$ cat src/rtl/hazard_ctrl_if.sv
// rtl/hazard_ctrl_if.sv - pipeline-side signal bundle for the hazard controller
interface hazard_ctrl_if #(
  parameter int OP_W   = 5,
  parameter int REG_W  = 5,
  parameter int PERF_W = 16
) ();
  logic [REG_W-1:0]  FD_src_a;
  logic [REG_W-1:0]  FD_src_b;
  logic              FD_uses_b;
  logic [OP_W-1:0]   DX_opcode;
  logic [REG_W-1:0]  DX_rd;
  logic [REG_W-1:0]  DX_src_a;
  logic [REG_W-1:0]  DX_src_b;
  logic [REG_W-1:0]  XM_rd;
  logic              XM_we;
  logic [REG_W-1:0]  MW_rd;
  logic              MW_we;
  logic              md_req;
  logic              md_is_div;
  logic              branch_taken;
  logic              stall_fd;
  logic              stall_dx;
  logic              bubble_dx;
  logic              bubble_xm;
  logic              flush_fd;
  logic              md_start;
  logic              md_is_div_q;
  logic              md_done;
  logic [1:0]        fwd_a_sel;
  logic [1:0]        fwd_b_sel;
  logic [PERF_W-1:0] stall_count;

  // Pipeline/decode side: drives stage contents, consumes control strobes
  modport master (
    output FD_src_a, FD_src_b, FD_uses_b, DX_opcode, DX_rd, DX_src_a, DX_src_b,
           XM_rd, XM_we, MW_rd, MW_we, md_req, md_is_div, branch_taken,
    input  stall_fd, stall_dx, bubble_dx, bubble_xm, flush_fd, md_start,
           md_is_div_q, md_done, fwd_a_sel, fwd_b_sel, stall_count
  );

  // Hazard controller side
  modport slave (
    input  FD_src_a, FD_src_b, FD_uses_b, DX_opcode, DX_rd, DX_src_a, DX_src_b,
           XM_rd, XM_we, MW_rd, MW_we, md_req, md_is_div, branch_taken,
    output stall_fd, stall_dx, bubble_dx, bubble_xm, flush_fd, md_start,
           md_is_div_q, md_done, fwd_a_sel, fwd_b_sel, stall_count
  );
endinterface

$ cat src/rtl/hazard_ctrl.sv
// rtl/hazard_ctrl.sv - interlock, forwarding and mult/div sequencing controller
module hazard_ctrl #(
  parameter int OP_W        = 5,
  parameter int REG_W       = 5,
  parameter int LW_OP       = 8,
  parameter int MULT_CYCLES = 32,
  parameter int DIV_CYCLES  = 33,
  parameter int CNT_W       = 6,
  parameter int PERF_W      = 16
) (
  input  logic       clock,
  input  logic       reset,
  hazard_ctrl_if.slave hz
);

  typedef enum logic [1:0] {IDLE = 2'd0, BUSY = 2'd1, DONE = 2'd2} state_t;

  // Counter preload: the start cycle and the DONE cycle are not BUSY cycles
  localparam logic [CNT_W-1:0] MULT_LOAD = CNT_W'(MULT_CYCLES - 2);
  localparam logic [CNT_W-1:0] DIV_LOAD  = CNT_W'(DIV_CYCLES - 2);
  localparam logic [OP_W-1:0]  LW_CODE   = OP_W'(LW_OP);

  state_t            state_q, state_d;
  logic [CNT_W-1:0]  cnt_q, cnt_d;
  logic              div_q, div_d;
  logic [PERF_W-1:0] perf_q, perf_d;

  logic start_c, load_use_c;
  logic stall_fd_c, stall_dx_c, bubble_dx_c, bubble_xm_c, flush_fd_c;
  logic md_start_c, md_done_c;
  logic [1:0] fwd_a_c, fwd_b_c;

  assign start_c = hz.md_req && !hz.branch_taken;

  // Load in DX whose destination the FD instruction reads; $0 is never a hazard
  assign load_use_c = (hz.DX_opcode == LW_CODE) && (hz.DX_rd != '0) &&
                      ((hz.DX_rd == hz.FD_src_a) ||
                       (hz.FD_uses_b && (hz.DX_rd == hz.FD_src_b)));

  // State, latency counter, op type and stall counter registers
  always_ff @(posedge clock) begin
    if (reset) begin
      state_q <= IDLE;
      cnt_q   <= '0;
      div_q   <= 1'b0;
      perf_q  <= '0;
    end else begin
      state_q <= state_d;
      cnt_q   <= cnt_d;
      div_q   <= div_d;
      perf_q  <= perf_d;
    end
  end

  // Next-state logic for the mult/div sequencer; md_req in DONE is the same op
  always_comb begin
    state_d = state_q;
    cnt_d   = cnt_q;
    div_d   = div_q;
    case (state_q)
      IDLE: begin
        if (start_c) begin
          state_d = BUSY;
          div_d   = hz.md_is_div;
          cnt_d   = hz.md_is_div ? DIV_LOAD : MULT_LOAD;
        end
      end
      BUSY: begin
        if (cnt_q == '0) state_d = DONE;
        else             cnt_d   = cnt_q - 1'b1;
      end
      DONE:    state_d = IDLE;
      default: state_d = IDLE;
    endcase
  end

  // Strobe outputs; all forced low while reset is asserted
  always_comb begin
    stall_fd_c  = 1'b0;
    stall_dx_c  = 1'b0;
    bubble_dx_c = 1'b0;
    bubble_xm_c = 1'b0;
    flush_fd_c  = 1'b0;
    md_start_c  = 1'b0;
    md_done_c   = 1'b0;
    if (!reset) begin
      case (state_q)
        IDLE: begin
          if (hz.branch_taken) begin
            flush_fd_c  = 1'b1;
            bubble_dx_c = 1'b1;
          end else if (start_c) begin
            md_start_c  = 1'b1;
            stall_fd_c  = 1'b1;
            stall_dx_c  = 1'b1;
            bubble_xm_c = 1'b1;
          end else if (load_use_c) begin
            stall_fd_c  = 1'b1;
            bubble_dx_c = 1'b1;
          end
        end
        BUSY: begin
          stall_fd_c  = 1'b1;
          stall_dx_c  = 1'b1;
          bubble_xm_c = 1'b1;
        end
        DONE:    md_done_c = 1'b1;
        default: md_done_c = 1'b0;
      endcase
    end
  end

  // Operand bypass selects: XM is younger so it wins over MW; $0 never forwards
  always_comb begin
    fwd_a_c = 2'b00;
    fwd_b_c = 2'b00;
    if (hz.XM_we && (hz.XM_rd != '0) && (hz.XM_rd == hz.DX_src_a))      fwd_a_c = 2'b01;
    else if (hz.MW_we && (hz.MW_rd != '0) && (hz.MW_rd == hz.DX_src_a)) fwd_a_c = 2'b10;
    if (hz.XM_we && (hz.XM_rd != '0) && (hz.XM_rd == hz.DX_src_b))      fwd_b_c = 2'b01;
    else if (hz.MW_we && (hz.MW_rd != '0) && (hz.MW_rd == hz.DX_src_b)) fwd_b_c = 2'b10;
  end

  // Saturating count of cycles spent with the front end held
  always_comb begin
    perf_d = perf_q;
    if (stall_fd_c && !(&perf_q)) perf_d = perf_q + 1'b1;
  end

  assign hz.stall_fd    = stall_fd_c;
  assign hz.stall_dx    = stall_dx_c;
  assign hz.bubble_dx   = bubble_dx_c;
  assign hz.bubble_xm   = bubble_xm_c;
  assign hz.flush_fd    = flush_fd_c;
  assign hz.md_start    = md_start_c;
  assign hz.md_done     = md_done_c;
  assign hz.md_is_div_q = div_q;
  assign hz.fwd_a_sel   = fwd_a_c;
  assign hz.fwd_b_sel   = fwd_b_c;
  assign hz.stall_count = perf_q;

endmodule

$ cat src/flat_wrapper.sv
// flat-port wrapper written by rule: the top's interface ports become plain ports
module hazard_ctrl_flat 
#(
  parameter int OP_W        = 5,
  parameter int REG_W       = 5,
  parameter int LW_OP       = 8,
  parameter int MULT_CYCLES = 32,
  parameter int DIV_CYCLES  = 33,
  parameter int CNT_W       = 6,
  parameter int PERF_W      = 16
)
  (clock, reset, hz_FD_src_a, hz_FD_src_b, hz_FD_uses_b, hz_DX_opcode, hz_DX_rd, hz_DX_src_a, hz_DX_src_b, hz_XM_rd, hz_XM_we, hz_MW_rd, hz_MW_we, hz_md_req, hz_md_is_div, hz_branch_taken, hz_stall_fd, hz_stall_dx, hz_bubble_dx, hz_bubble_xm, hz_flush_fd, hz_md_start, hz_md_is_div_q, hz_md_done, hz_fwd_a_sel, hz_fwd_b_sel, hz_stall_count);
  hazard_ctrl_if #(.OP_W(OP_W), .REG_W(REG_W), .PERF_W(PERF_W)) hz_i ();
  input  logic clock;
  input  logic reset;
  input wire logic [$bits(hz_i.FD_src_a)-1:0] hz_FD_src_a;
  input wire logic [$bits(hz_i.FD_src_b)-1:0] hz_FD_src_b;
  input wire logic [$bits(hz_i.FD_uses_b)-1:0] hz_FD_uses_b;
  input wire logic [$bits(hz_i.DX_opcode)-1:0] hz_DX_opcode;
  input wire logic [$bits(hz_i.DX_rd)-1:0] hz_DX_rd;
  input wire logic [$bits(hz_i.DX_src_a)-1:0] hz_DX_src_a;
  input wire logic [$bits(hz_i.DX_src_b)-1:0] hz_DX_src_b;
  input wire logic [$bits(hz_i.XM_rd)-1:0] hz_XM_rd;
  input wire logic [$bits(hz_i.XM_we)-1:0] hz_XM_we;
  input wire logic [$bits(hz_i.MW_rd)-1:0] hz_MW_rd;
  input wire logic [$bits(hz_i.MW_we)-1:0] hz_MW_we;
  input wire logic [$bits(hz_i.md_req)-1:0] hz_md_req;
  input wire logic [$bits(hz_i.md_is_div)-1:0] hz_md_is_div;
  input wire logic [$bits(hz_i.branch_taken)-1:0] hz_branch_taken;
  output wire logic [$bits(hz_i.stall_fd)-1:0] hz_stall_fd;
  output wire logic [$bits(hz_i.stall_dx)-1:0] hz_stall_dx;
  output wire logic [$bits(hz_i.bubble_dx)-1:0] hz_bubble_dx;
  output wire logic [$bits(hz_i.bubble_xm)-1:0] hz_bubble_xm;
  output wire logic [$bits(hz_i.flush_fd)-1:0] hz_flush_fd;
  output wire logic [$bits(hz_i.md_start)-1:0] hz_md_start;
  output wire logic [$bits(hz_i.md_is_div_q)-1:0] hz_md_is_div_q;
  output wire logic [$bits(hz_i.md_done)-1:0] hz_md_done;
  output wire logic [$bits(hz_i.fwd_a_sel)-1:0] hz_fwd_a_sel;
  output wire logic [$bits(hz_i.fwd_b_sel)-1:0] hz_fwd_b_sel;
  output wire logic [$bits(hz_i.stall_count)-1:0] hz_stall_count;
  assign hz_i.FD_src_a = hz_FD_src_a;
  assign hz_i.FD_src_b = hz_FD_src_b;
  assign hz_i.FD_uses_b = hz_FD_uses_b;
  assign hz_i.DX_opcode = hz_DX_opcode;
  assign hz_i.DX_rd = hz_DX_rd;
  assign hz_i.DX_src_a = hz_DX_src_a;
  assign hz_i.DX_src_b = hz_DX_src_b;
  assign hz_i.XM_rd = hz_XM_rd;
  assign hz_i.XM_we = hz_XM_we;
  assign hz_i.MW_rd = hz_MW_rd;
  assign hz_i.MW_we = hz_MW_we;
  assign hz_i.md_req = hz_md_req;
  assign hz_i.md_is_div = hz_md_is_div;
  assign hz_i.branch_taken = hz_branch_taken;
  assign hz_stall_fd = hz_i.stall_fd;
  assign hz_stall_dx = hz_i.stall_dx;
  assign hz_bubble_dx = hz_i.bubble_dx;
  assign hz_bubble_xm = hz_i.bubble_xm;
  assign hz_flush_fd = hz_i.flush_fd;
  assign hz_md_start = hz_i.md_start;
  assign hz_md_is_div_q = hz_i.md_is_div_q;
  assign hz_md_done = hz_i.md_done;
  assign hz_fwd_a_sel = hz_i.fwd_a_sel;
  assign hz_fwd_b_sel = hz_i.fwd_b_sel;
  assign hz_stall_count = hz_i.stall_count;
  hazard_ctrl #(.OP_W(OP_W), .REG_W(REG_W), .LW_OP(LW_OP), .MULT_CYCLES(MULT_CYCLES), .DIV_CYCLES(DIV_CYCLES), .CNT_W(CNT_W), .PERF_W(PERF_W)) u_core (.clock(clock), .reset(reset), .hz(hz_i));
endmodule
$ cat config.mk
export PLATFORM = sky130hd
export DESIGN_NAME = hazard_ctrl_flat
export DESIGN_NICKNAME = d
export VERILOG_FILES = /design/src/rtl/hazard_ctrl_if.sv /design/src/rtl/hazard_ctrl.sv /design/src/flat_wrapper.sv
export SDC_FILE = /design/constraint.sdc
export NUM_CORES = 1
export LEC_CHECK = 0
export BUFFER_PORTS_ARGS = -buffer_cell sky130_fd_sc_hd__buf_2
export CORE_ASPECT_RATIO = 1.5
export CORE_UTILIZATION = 51
export CTS_BUF_LIST = sky130_fd_sc_hd__clkbuf_16
export DETAILED_ROUTE_END_ITERATION = 8
export PLACE_DENSITY = 0.85
export SETUP_SLACK_MARGIN = 0.4
export SLEW_MARGIN = 20
export SYNTH_ARGS = -nofsm -noshare
export SYNTH_HDL_FRONTEND = slang
export SYNTH_SLANG_ARGS = --single-unit
export TNS_END_PERCENT = 1
$ cat constraint.sdc
create_clock -name clock -period 3 [get_ports clock]
set_input_delay 0.6 -clock clock [delete_from_list [all_inputs] [get_ports clock]]
set_output_delay 0.6 -clock clock [all_outputs]
set_load 0.01 [all_outputs]
## After elaboration in Yosys (flattened, before gate mapping)

Cells that the tools add are included.

| cells by class | value |
|---|---|
| $add $sub $neg | 2 |
| equal/unequal tests | 12 |
| mux-type cells | 31 |
| reductions and logical operators | 24 |

Operators with widths:

| kind | count |
|---|---|
| $eq A5 B5 Y1 | 6 |
| $mux W1 | 19 |
| $add A16 B1 Y16 const B | 1 |
| $reduce_and A16 Y1 | 1 |
| $reduce_bool A5 Y1 | 3 |
| $mux W2 | 6 |
| $mux W6 | 2 |
| $pmux W6 S2 | 1 |
| $logic_and A1 B1 Y1 | 11 |
| $logic_not A6 Y1 | 1 |
| $sub A6 B1 Y6 const B | 1 |
| $eq A5 B4 Y1 const B | 1 |
| $ne A2 B1 Y1 const B | 2 |
| $pmux W1 S2 | 2 |
| $pmux W2 S2 | 1 |
| $reduce_and A2 Y1 | 2 |
| $reduce_and A3 Y1 | 1 |
| $eq A2 B1 Y1 const B | 1 |
| $eq A2 B2 Y1 const B | 1 |
| $logic_not A1 Y1 | 2 |
| $logic_not A2 Y1 | 1 |
| $ne A2 B2 Y1 const B | 1 |
| $reduce_bool A2 Y1 | 1 |
| $logic_or A1 B1 Y1 | 1 |

| word-level totals | value |
|---|---|
| register bits after elaboration | 25 |
| input bits | 48 |
| output and inout port bits | 28 |
| word-level logic and storage cells | 73 |

## Logic depth before layout (Yosys ltp)

| logic depth | value |
|---|---|
| word-level depth | 10 |
| mapped depth | 9 |
| depth with buffers taken out | 7 |

## Worst setup path before layout

Ideal clock, no wire load.

| timing | value |
|---|---|
| kind | input -> output |
| from | input hz_XM_rd[0] |
| to | output hz_fwd_a_sel[1] |
| arrival | 1893 ps |
| data required time | 2400 ps |
| setup slack | 507 ps |
| stages | 4 |
| buffers on the path | 0 |
| cell sequence | or4_1 > o21ai_0 > nor4_1 > nor4_1 |

| between the ends | value |
|---|---|
| longest elaborated chain between the ends | 4 |

Ends and longest elaborated chain:

| element | RTL line | RTL |
|---|---|---|
| start: declaration | flat_wrapper.sv:23 | `input wire logic [$bits(hz_i.XM_rd)-1:0] hz_XM_rd;` |
| $reduce_bool A5 Y1 | hazard_ctrl.sv:117 | `if (hz.XM_we && (hz.XM_rd != '0) && (hz.XM_rd == hz.DX_src_a)) fwd_a_c = 2'b01;` |
| $logic_and A1 B1 Y1 | hazard_ctrl.sv:117 |  |
| $logic_and A1 B1 Y1 * | hazard_ctrl.sv:117 |  |
| $mux W2 * | hazard_ctrl.sv:117 |  |
| end: declaration | flat_wrapper.sv:38 | `output wire logic [$bits(hz_i.fwd_a_sel)-1:0] hz_fwd_a_sel;` |

Every way passes the cells marked *; elsewhere a longest branch is shown, timed or not.

## Final worst setup path

| timing | value |
|---|---|
| from | input hz_FD_src_b[1] |
| to | output hz_bubble_dx |

| between the ends | value |
|---|---|
| longest elaborated chain between the ends | 9 |

Ends and longest elaborated chain:

| element | RTL line | RTL |
|---|---|---|
| start: declaration | flat_wrapper.sv:17 | `input wire logic [$bits(hz_i.FD_src_b)-1:0] hz_FD_src_b;` |
| $eq A5 B5 Y1 | hazard_ctrl.sv:38 | `(hz.FD_uses_b && (hz.DX_rd == hz.FD_src_b)));` |
| $logic_and A1 B1 Y1 | hazard_ctrl.sv:38 |  |
| $logic_or A1 B1 Y1 | hazard_ctrl.sv:37 | `((hz.DX_rd == hz.FD_src_a) \|\|` |
| $logic_and A1 B1 Y1 | hazard_ctrl.sv:36 | `assign load_use_c = (hz.DX_opcode == LW_CODE) && (hz.DX_rd != '0) &&` |
| $mux W1 | hazard_ctrl.sv:97 | `end else if (load_use_c) begin` |
| $mux W1 | hazard_ctrl.sv:92 | `end else if (start_c) begin` |
| $mux W1 | hazard_ctrl.sv:89 | `if (hz.branch_taken) begin` |
| $mux W1 | hazard_ctrl.sv:87 | `case (state_q)` |
| $mux W1 | hazard_ctrl.sv:86 | `if (!reset) begin` |
| end: declaration | flat_wrapper.sv:32 | `output wire logic [$bits(hz_i.bubble_dx)-1:0] hz_bubble_dx;` |

No other way between the ends.

==> results_dict.tcl <==
set metrics [dict create \
    synthTopCellsByArea "dfxtp_1 (29%), xor2_1 (13%), nand3_1 (4.1%)" \
    ys.flop_type "dfxtp_1" \
    p_leak_nw 1.02 \
    cts_sinks 25 \
    cts_max_level 1 \
    synth_top_area_share_pct 29.1 \
    p_switching_uw 247 \
    drc 0 \
    cp_data_required_time_ns 2.40 \
    path_class "input pin to primary output" \
    synth_largest_area_cell "dfxtp_1" \
    num-fill-cells 277 \
    ys_seq_elements 25 \
    dpl_cell_area_sq_um 2120 \
    cts-root-buf "clkbuf_16" \
    fin_util_pct 71.4 \
    yosysWarnings 0 \
    crit_path_end_kind "primary output" \
    status "finished clean" \
    antenna_left 0 \
    rsz0062_at_grt "true" \
    setup_tns_ns 0 \
    clockPowerShare_pct 35.1 \
    path_clk_slew_ns 0.07 \
    period_share_pct 86.5 \
    core.rowCount 25 \
    synthesis.area_sq_um 1720 \
    hold_viol 0 \
    hold_buffers 0 \
    area_growth_pct 32.4 \
    clock_latency_ns 0.26 \
    seq_power_share_pct 41.8 \
    drt-initial-drc-count 58 \
    critPathLaunchType "input pin" \
    syn-num-nets 257 \
    detail_route.wl_per_cell_um 14.2 \
    p_sw_share_pct 28.1 \
    grt_max_degree 22 \
    fin_skew_ns 0.00568 \
    place_congestion 0.813 \
    finalMaxSlewViolations 0 \
    routed_wl_um 4580 \
    crit_path_max_fanout 3 \
    core_area_sq_um 3190 \
    maxCapViolations 0 \
    fin_nets 335 \
    cellInternalPower_uw 631 \
    synth-xor-area-share_pct 17.3 \
    antenna_found_initial 0 \
    grt_usage_pct 25.2 \
    syn_inst 206 \
    finalInstanceArea_sq_um 2280 \
    diodes 0 \
    die-area_sq_um 3610 \
    tightest_slew_ns 0.633 \
    post-dp-hpwl_um 3420 \
    die_w_um 49.4 \
    netlist-cell-type-count 44 \
    period_minus_slack_ns 2.59 \
    cts_buffers 3 \
    start_util_pct 53.9 \
    synthSimpleGateAreaFrac_pct 24.7 \
    yosysSeqAreaShare_pct 29.1 \
    clockBufferDepth 2 \
    via_per_inst 5.80 \
    synth_top_family_by_area "simple AND/OR/NAND/NOR gates" \
    dr.pass1.iters 4 \
    grt_pass1_wl_um 7200 \
    p_per_area_nw_per_um2 385 \
    hold_class "flip-flop to flip-flop" \
    synthAdderAreaFrac_pct 2.18 \
    grt-ovfl-total 0 \
    setup_viol 0 \
    cts_tree "yes" \
    pwr-share-comb_pct 23.1 \
    vdd_ir_drop_max_mv 0.421 \
    async_reset_ff_share_pct 0 \
    port_buffers 75 \
    ios 76 \
    synth-compound-area-share_pct 20.7 \
    avgSynthCellArea_sq_um 8.35 \
    crit_arrival_ns 1.99 \
    synthMuxAreaShare_pct 1.16 \
    slew_headroom_pct 57.8 \
    synth-edff-count 0 \
    num_vias 1873 \
    fmaxAchievable_mhz 385 \
    final_layout_size_suffix_gt1_share_pct 32.5 \
    die_h_um 73.1 \
    grt_pass1_vias 1705 \
]
==> synth_stat cells, types with 5 or more instances <==
cell,n
a21oi_1,12
inv_1,10
o31a_1,5
and3_1,7
nor4_1,10
nand2_1,7
xor2_1,26
dfxtp_1,25
nand3_1,14
xnor2_1,8
nor2_1,9
o21a_1,5
or4_1,7
==> power by group through the flow <==
stage	registers, mW	clock network [mW]	logic [mW]
3_3_place_gp	0.373	0	0.187
2_1_floorplan	0.370	0	0.117
5_1_grt	0.368	0.326	0.226
6_report	0.366	0.308	0.203
3_5_place_dp	0.373	0	0.190
4_1_cts	0.366	0.315	0.192
==> placed cells by master (no fill, tap or decap), drive strengths merged, types with 2 or more instances in the layout <==
cell and count:
a21oi 12, a41o 4, and2 4, and3 8, buf 82, clkbuf 3, dfxtp 25, ha 3
inv 11, mux2i 2, nand2 7, nand2b 2, nand3 14, nor2 9, nor2b 3, nor3 4
nor4 10, o2111ai 4, o21a 5, o21ai 5, o311ai 3, o31a 5, o41ai 2, or3 4
or4 7, xnor2 8, xor2 26
==> worst max-delay path, stage by stage <==
cell	delay [ns]
buf_2	0.10
xor2_1	0.15
nor4_1	0.32
a32oi_1	0.21
buf_4	0.19
nor3_4	0.17
o21a_1	0.13
buf_2	0.12
==> registers in the layout, summed over array words and instances (netlist names) <==
name                   flops
u_core.cnt_q               6
u_core.hz.md_is_div_q      1
u_core.state_q             2
u_core.hz.stall_count     16
==> what timing repair did <==
item | CTS | global route
gates resized for setup | 1 | 10
endpoints found under the setup margin | 2 | 3
pin swaps | 0 | 9
setup buffers | 0 | 4
==> per-layer routing <==
layer  global-route usage, %  vias up  share of wire, %
met5                       0        -                 0
met4                    11.1        0               2.3
met3                    3.96       14               4.5
met2                    47.6       59                55
met1                    27.1      873                39
li1                        -      927                 -
==> stage by stage <==
stage | instances | power, mW | setup slack, ns | hold slack [ns]
5_1_grt | 323 | 0.921 | 0.318 | 0.530
3_3_place_gp | 315 | 0.560 | 0.393 | 0.493
3_5_place_dp | 315 | 0.563 | 0.358 | 0.495
2_1_floorplan | 206 | 0.488 | 0.507 | 0.489
6_report | 323 | 0.878 | 0.405 | 0.504
4_1_cts | 319 | 0.873 | 0.396 | 0.511
==> final timing paths <==
check,start,slack (ns),end,cells past startpoint
max,hz_FD_src_b[1],0.41,hz_bubble_dx,8
min reg2reg,u_core.hz.stall_count[4],0.50,u_core.hz.stall_count[4],2
max reg2reg,u_core.hz.stall_count[6],0.80,u_core.hz.stall_count[5],6
min,u_core.hz.stall_count[4],0.50,u_core.hz.stall_count[4],2
==> cell type report <==
cell class              instances  area, sq um  area share, %
inverters                      10         37.5           1.65
clock buffers                   3         75.1           3.29
clock inverters                 1         8.76          0.384
repair buffers                 82          447           19.6
multi-input cells             162         1160           50.9
well taps                      40         50.0           2.20
flip-flops and latches         25          500           22.0
==> logic make-up after synthesis <==
logic type	Yosys count
multiplexers	2
AO/OA/AOI/OAI	48
XOR/XNOR	34
adder cells (fa/ha/maj)	3
flip-flops	25
buffers and inverters	19
AND/OR/NAND/NOR	75
Power figures use the tool's default switching activity.
